File: src/rtl/deint_frame_sync.sv
// deint_frame_sync: HUNT/VERIFY/LOCK frame aligner for de-interleaved 12-bit words.
// Define FRAME_SYNC_INV_EN to also acquire and track an inverted sync pattern.
module deint_frame_sync #(
    parameter logic [11:0] SYNC_WORD = 12'hB8F,
    parameter int          FRAME_LEN = 136,
    parameter int          LOCK_CNT  = 3,
    parameter int          LOSS_CNT  = 2
) (
    input  logic        clk,
    input  logic        rst_n,
    input  logic [11:0] din,
    input  logic        din_valid,
    output logic [11:0] dout,
    output logic        dout_valid,
    output logic        dout_sof,
    output logic        locked,
    output logic [1:0]  state,
    output logic [15:0] frame_cnt,
    output logic        inv
);
    typedef enum logic [1:0] {HUNT = 2'd0, VERIFY = 2'd1, LOCK = 2'd2} state_t;
    localparam logic [11:0] LAST = 12'(FRAME_LEN - 1);
    state_t      st, st_n;
    logic [11:0] pos, pos_n, dword;
    logic [3:0]  hit_cnt, hit_n, miss_cnt, miss_n;
    logic        inv_q, inv_n, emit, match, hunt_match, hunt_inv;
`ifdef FRAME_SYNC_INV_EN
    logic hit_pos, hit_neg;
    assign hit_pos    = din == SYNC_WORD;
    assign hit_neg    = din == ~SYNC_WORD;
    assign match      = inv_q ? hit_neg : hit_pos;
    assign hunt_match = hit_pos | hit_neg;
    assign hunt_inv   = !hit_pos;
    assign dword      = inv_q ? ~din : din;
`else
    assign match      = din == SYNC_WORD;
    assign hunt_match = match;
    assign hunt_inv   = 1'b0;
    assign dword      = din;
`endif
    assign state = st;
    assign inv   = inv_q;
    always_comb begin
        st_n   = st;
        pos_n  = pos;
        hit_n  = hit_cnt;
        miss_n = miss_cnt;
        inv_n  = inv_q;
        emit   = 1'b0;
        if (din_valid) begin
            pos_n = pos == LAST ? 12'd0 : pos + 12'd1;
            case (st)
                HUNT: if (hunt_match) begin
                    st_n  = VERIFY;
                    pos_n = 12'd1;
                    hit_n = 4'd1;
                    inv_n = hunt_inv;
                end
                VERIFY: if (pos == 12'd0) begin
                    if (match) begin
                        hit_n = hit_cnt + 4'd1;
                        if (hit_cnt + 4'd1 == 4'(LOCK_CNT)) begin
                            st_n   = LOCK;
                            miss_n = 4'd0;
                            emit   = 1'b1;
                        end
                    end else begin
                        st_n  = HUNT;
                        hit_n = 4'd0;
                        inv_n = 1'b0;
                    end
                end
                LOCK: begin
                    emit = 1'b1;
                    // flywheel through isolated misses; only a run of LOSS_CNT drops lock
                    if (pos == 12'd0) begin
                        miss_n = match ? 4'd0 : miss_cnt + 4'd1;
                        if (!match && miss_cnt + 4'd1 == 4'(LOSS_CNT)) begin
                            st_n   = HUNT;
                            miss_n = 4'd0;
                            hit_n  = 4'd0;
                            inv_n  = 1'b0;
                            emit   = 1'b0;
                        end
                    end
                end
                default: st_n = HUNT;
            endcase
        end
    end
    always_ff @(posedge clk or negedge rst_n) begin
        if (!rst_n) begin
            st         <= HUNT;
            pos        <= 12'd0;
            hit_cnt    <= 4'd0;
            miss_cnt   <= 4'd0;
            inv_q      <= 1'b0;
            dout       <= 12'd0;
            dout_valid <= 1'b0;
            dout_sof   <= 1'b0;
            locked     <= 1'b0;
            frame_cnt  <= 16'd0;
        end else begin
            st         <= st_n;
            pos        <= pos_n;
            hit_cnt    <= hit_n;
            miss_cnt   <= miss_n;
            inv_q      <= inv_n;
            dout       <= emit ? dword : dout;
            dout_valid <= emit;
            dout_sof   <= emit && pos == 12'd0;
            locked     <= st_n == LOCK;
            frame_cnt  <= frame_cnt + {15'd0, emit && pos == 12'd0};
        end
    end
endmodule

File: config.mk
export PLATFORM = sky130hd
export DESIGN_NAME = deint_frame_sync
export DESIGN_NICKNAME = d
export VERILOG_FILES = /design/src/rtl/deint_frame_sync.sv
export SDC_FILE = /design/constraint.sdc
export NUM_CORES = 1
export LEC_CHECK = 0
export CAP_MARGIN = 20
export CORE_MARGIN = 4
export CORE_UTILIZATION = 35
export DETAILED_ROUTE_END_ITERATION = 12
export SLEW_MARGIN = 20
export SYNTH_ARGS = -nofsm -noshare
export SYNTH_HDL_FRONTEND = slang
export SYNTH_SLANG_ARGS = --single-unit
File: constraint.sdc
create_clock -name clk -period 4.95 [get_ports clk]
set_clock_uncertainty 0.05 [all_clocks]
set_input_delay 0.7425 -clock clk [delete_from_list [all_inputs] [get_ports clk]]
set_output_delay 0.7425 -clock clk [all_outputs]
set_load 0.01 [all_outputs]
== Word level (Yosys, flattened, before mapping) ==
Cells that the tools add are included.
Word-level totals
  logic and storage cells: 75
  bits in registers: 54
  input bits: 15
Cells by class
  add/sub/neg operators: 4
  eq/ne operators: 14
  reduce and logical (&&, ||, !) cells: 10
  mux-type cells: 37
Operator list (number)
  two-way mux 4 bit: 11
  two-way mux 12 bit: 3
  adder 16 x 1 -> 16 bit: 1
  two-way mux 2 bit: 7
  != test 2 bit (second input constant): 7
  adder 12 x 1 -> 12 bit (second input constant): 1
  equality test 12 bit (second input constant): 1
  equality test 12 x 8 -> 1 bit (second input constant): 1
  zero test 12 bit: 1
  one-hot mux 4 bit (3 select lines): 1
  AND reduction 6 bit: 2
  two-way mux 1 bit: 11
  adder 4 x 1 -> 4 bit (second input constant): 2
  equality test 4 x 2 -> 1 bit (second input constant): 2
  one-hot mux 4 bit (2 select lines): 1
  AND reduction 7 bit: 1
  one-hot mux 2 bit (3 select lines): 1
  equality test 2 bit (second input constant): 2
  one-hot mux 1 bit (3 select lines): 1
  nonzero test 3 bit: 1
  equality test 2 x 1 -> 1 bit (second input constant): 1
  logical AND 1 bit: 2
  zero test 2 bit: 1
  one-hot mux 1 bit (2 select lines): 1
  other kinds (2): 2

== Depth between registers and ports, before layout ==
  depth after elaboration: 9
  gate-level depth with buffers: 13

== Worst setup path after synthesis ==
Ideal clock, no wire load.
  kind: reg2reg
  start: reg miss_cnt[0]
  end: reg frame_cnt[11]
  data arrival time: 3.063 ns
  period minus slack after synthesis: 3.192 ns
  buffers on the path: 1
  stages on the path, launching flop included: 13
  data required time: 4.820 ns
  setup slack: 1.758 ns
  cell sequence: dfrtp_1 ha_1 or4b_1 o31a_2 a311o_1 a41o_2 buf_6 and2_1 ha_1 and4_1 and3_1 nand3_1 xnor2_1
On the way
  longest elaborated chain between the ends: 9
RTL lines
  from (decl): line 25  | logic [3:0] hit_cnt, hit_n, miss_cnt, miss_n;
  from (signal assigned): line 107  | miss_cnt <= miss_n;
  adder 4 x 1 -> 4 bit: line 78  | if (!match && miss_cnt + 4'd1 == 4'(LOSS_CNT)) begin
  equality test 4 x 2 -> 1 bit: line 78
  logical AND 1 bit: line 78
  two-way mux 1 bit: line 78
  two-way mux 1 bit: line 76  | if (pos == 12'd0) begin
  one-hot mux 1 bit (2 select lines): line 52  | case (st)
  two-way mux 1 bit: line 50  | if (din_valid) begin
  net emit: line 26  | logic inv_q, inv_n, emit, match, hunt_match, hunt_inv;
  logical AND 1 bit: line 113  | frame_cnt <= frame_cnt + {15'd0, emit && pos == 12'd0};
  adder 16 x 1 -> 16 bit: line 113
  to (signal assigned): line 113
  to (decl): line 18  | output logic [15:0] frame_cnt,
The timed path passes the listed nets, and every way through them passes these cells.
A chain may end at the register's enable or synchronous reset.

== Worst setup path in the final report ==
  start: in din[11]
  end: reg frame_cnt[11]
On the way
  longest elaborated chain between the ends: 9
  elaborated cells on any way between the ends: 11
RTL lines
  from (decl): line 11  | input logic [11:0] din,
  equality test 12 bit *: line 36  | assign match = din == SYNC_WORD;
  zero test 1 bit: line 78
  logical AND 1 bit: line 78
  two-way mux 1 bit: line 78
  two-way mux 1 bit: line 76
  one-hot mux 1 bit (2 select lines) *: line 52
  two-way mux 1 bit *: line 50
  logical AND 1 bit *: line 113
  adder 16 x 1 -> 16 bit *: line 113
Every way passes the cells marked *; elsewhere a longest branch is shown, timed or not.

==> flow_metrics.env <==
export IMPL_yosysTopAreaCellShare_pct=47.2
export IMPL_leakage_uw=0.00156
export IMPL_dieArea_sq_um=9530
export IMPL_hpwl_um=4350
export IMPL_hold_start="frame_cnt[15]"
export IMPL_worstPathArrival_ns=3.83
export IMPL_area_delta_synth_final_pct=24.4
export IMPL_vdd_ir_drop_worst_uv=99.5
export IMPL_clkTransAtPathRegs_ns=0.10
export IMPL_post_route_min_period_ns=3.68
export IMPL_critPathTopFamily="simple AND/OR/NAND/NOR gates"
export IMPL_core_area_sq_um=7770
export IMPL_rr_startpoint="miss_cnt[0]"
export IMPL_synth_distinct_cells=53
export IMPL_crit_path_max_incr_delay_ns=0.58
export IMPL_floorplan_initialDensity_pct=36.2
export IMPL_synthCells=255
export IMPL_cts_htree_levels=2
export IMPL_routed_wl_um=5910
export IMPL_dr_pass1_iters=5
export IMPL_slowest_stage="nor4bb_1"
export IMPL_worst_pin_slew_ns=0.708
export IMPL_rows=32
export IMPL_synth_edf_count=0
export IMPL_setup_slack_ns=1.27
export IMPL_yosys_warnings=0
export IMPL_dieHeight_um=97.6
export IMPL_clock_path_buffers=2
export IMPL_vias=2125
export IMPL_fmax_mhz=272
export IMPL_critPathLaunchType="primary input"
export IMPL_ys_seq_area_share_pct=47.2
export IMPL_cts_setup_buffers=0
export IMPL_path_class="primary input to flip-flop"
export IMPL_outcome="complete, no violations"
export IMPL_ant_nets=0
export IMPL_chipWidth_um=97.6
export IMPL_hold_class="flip-flop to flip-flop"
export IMPL_finalMaxSlewViolations=0
export IMPL_synth_async_reset_ratio_pct=100
export IMPL_r2r_cells=11
export IMPL_post_route_period_util_pct=74.3
export IMPL_p_clk_share_pct=32.4
export IMPL_finalSetupViolCount=0
export IMPL_grt_max_degree=54
export IMPL_gp_congestion=0.781
export IMPL_cp_cell_sequence="clkdlybuf4s50_1 > nor4bb_1 > nand4_1 > nor4_1 > a41o_2 > and2_1 > ha_1 > and4_1 > and3_1 > nand3_1 > xnor2_1"
export IMPL_relSlewSlack_pct=52.8
export IMPL_p_sw_uw=251
export IMPL_yosysTopAreaCell="dfrtp_1"
export IMPL_seqPwrFrac_pct=54.0
export IMPL_setup_tns_ns=0
export IMPL_clock_sinks=53
export IMPL_cp_data_required_time_ns=5.10
export IMPL_synth_ff_type="dfrtp_1"
export IMPL_cts_tree="built"
export IMPL_p_int_uw=661
export IMPL_drive_above_1_share_pct=9.80
export IMPL_via_per_inst=5.21
export IMPL_holdBufCountCts=0
export IMPL_syn_nets=282
export IMPL_grt_pass1_vias=2121
export IMPL_insertion_delay_ns=0.31
export IMPL_grt_pass1_wl_um=10300
export IMPL_dr_first_iter_drc_count=118
export IMPL_reg2reg_slack_ns=1.53
export IMPL_avgRoutedWirePerCell_um=14.5
export IMPL_rsz0062_at_grt="false"
export IMPL_numCtsBuffers=5
export IMPL_crit_fanout=14
export IMPL_root_buffer="clkbuf_8"
export IMPL_netlist_area_sq_um=2810
export IMPL_synth_area_leaders="dfrtp_1 (47%), ha_1 (5.3%), mux2_4 (4.3%)"
export IMPL_grt_util_all_layers_pct=13.0
export IMPL_r2r_end="frame_cnt[11]"
export IMPL_drc_errors=0
export IMPL_grt_overflow=0
export IMPL_cts_resized=0
export IMPL_fin_nets=333
export IMPL_antenna_found_initial=0
export IMPL_antenna_cells=0
export IMPL_synth_avg_cell_area_sq_um=11.0
export IMPL_switching_share_pct=27.5
export IMPL_drv_cap=0
export IMPL_worstHoldEndpoint="frame_cnt[15]"
export IMPL_ioPinCount=49
export IMPL_crit_buf_inv=1
export IMPL_comb_power_share_pct=13.6
export IMPL_final_hold_violation_count=0
export IMPL_ys_ff_latch=53
export IMPL_worstHoldPathCells=1
export IMPL_crit_path_end_kind="flip-flop"
export IMPL_place_ws_ns=0.982
export IMPL_pwr_density_cell_nw_per_um2=261
export IMPL_io_buffers=47
## power groups by stage
stage	combinational [uW]	clock [uW]	sequential (uW)
3_3_place_gp	120	0	500
4_1_cts	124	304	492
6_report	124	295	492
5_1_grt	140	324	497
2_1_floorplan	80.4	0	494
3_5_place_dp	124	0	501
## sequential cells by signal, indices dropped and copies added, names as in the netlist, 2 cells and up
signal     count
dout          12
frame_cnt     16
hit_cnt        4
miss_cnt       4
pos           12
state          2
## cells in the final DEF (no fill, tap or decap), types with 3 or more instances in the layout
| master | count |
|---|---|
| nand3_1 | 18 |
| nand4_1 | 6 |
| a31oi_1 | 3 |
| nand2_1 | 15 |
| nor2_1 | 14 |
| mux2_2 | 5 |
| ha_1 | 12 |
| xnor2_1 | 12 |
| o21ai_0 | 10 |
| inv_1 | 10 |
| dfrtp_1 | 53 |
| clkbuf_8 | 5 |
| and3_1 | 13 |
| and4_1 | 5 |
| buf_4 | 3 |
| a21oi_1 | 4 |
| clkdlybuf4s50_1 | 46 |
| xor2_1 | 11 |
| o31ai_1 | 5 |
| nor3_1 | 4 |
| mux2_4 | 8 |
## worst max-delay path by stage
stage	start	to	slack, ns	depth (start not counted)
after CTS	din[11]	frame_cnt[11]	1.32	11
after detailed placement	din[11]	frame_cnt[11]	0.98	11
after global routing	din[11]	frame_cnt[11]	1.07	11
final	din[11]	frame_cnt[11]	1.27	11
after floorplan	miss_cnt[0]	frame_cnt[11]	1.76	12
after global placement	din[11]	frame_cnt[11]	1.09	11
## Yosys cell counts (3+ instances only)
| master | instances |
|---|---|
| a21oi_1 | 4 |
| a31oi_1 | 3 |
| and3_1 | 13 |
| and4_1 | 5 |
| clkbuf_1 | 3 |
| dfrtp_1 | 53 |
| ha_1 | 12 |
| inv_1 | 10 |
| mux2_2 | 5 |
| mux2_4 | 8 |
| nand2_1 | 15 |
| nand3_1 | 18 |
| nand4_1 | 6 |
| nor2_1 | 14 |
| nor3_1 | 4 |
| o21ai_0 | 10 |
| o31ai_1 | 5 |
| xnor2_1 | 12 |
| xor2_1 | 11 |
## worst register-to-register path, cell delays in order (launching register included)
cell and delay, ns:
dfrtp_1 0.46, ha_1 0.27, or4b_1 0.53, o31a_2 0.16
a311o_1 0.33, a41o_2 0.42, and2_1 0.23, ha_1 0.23
and4_1 0.26, and3_1 0.22, nand3_1 0.09, xnor2_1 0.11
## metrics by stage
step	hold WS, ns	area, sq um	total power, uW	util (%)	cells
finish	0.429	3500	911	45.0	408
global route	0.460	3500	962	45.0	408
CTS	0.430	3500	920	45.0	408
detailed placement	0.416	3390	624	43.6	401
global placement	0.414	3390	620	43.6	401
floorplan	0.397	2810	574	-	255
## per-layer routing
layer	GRT usage (%)	wire (um)	vias to the layer above
met5	0	0	-
met4	4.69	108	0
met3	3.37	318	8
met2	20.9	2750	54
met1	16.8	2730	1026
li1	-	-	1037
## area by class of cell
type	instances	area, sq um
inverter	10	37.5
sequential	53	1330
timing repair buffer	50	488
clock buffer	5	68.8
tap	102	128
multi-input combinational	186	1410
fill	744	4270
clock inverter	2	38.8
## kinds of logic after synthesis
| group | Yosys count | share of synthesized area, % |
|---|---|---|
| other | 1 | 0.133 |
| adders and majority gates | 12 | 5.34 |
| buffers and inverters | 16 | 2.67 |
| AOI/OAI and AO/OA | 39 | 9.75 |
| muxes | 15 | 6.99 |
| DFF | 53 | 47.2 |
| xor gates and xnor gates | 23 | 7.16 |
| and+or+nand+nor | 96 | 20.8 |
No activity file was read; power rests on OpenSTA's default activity.
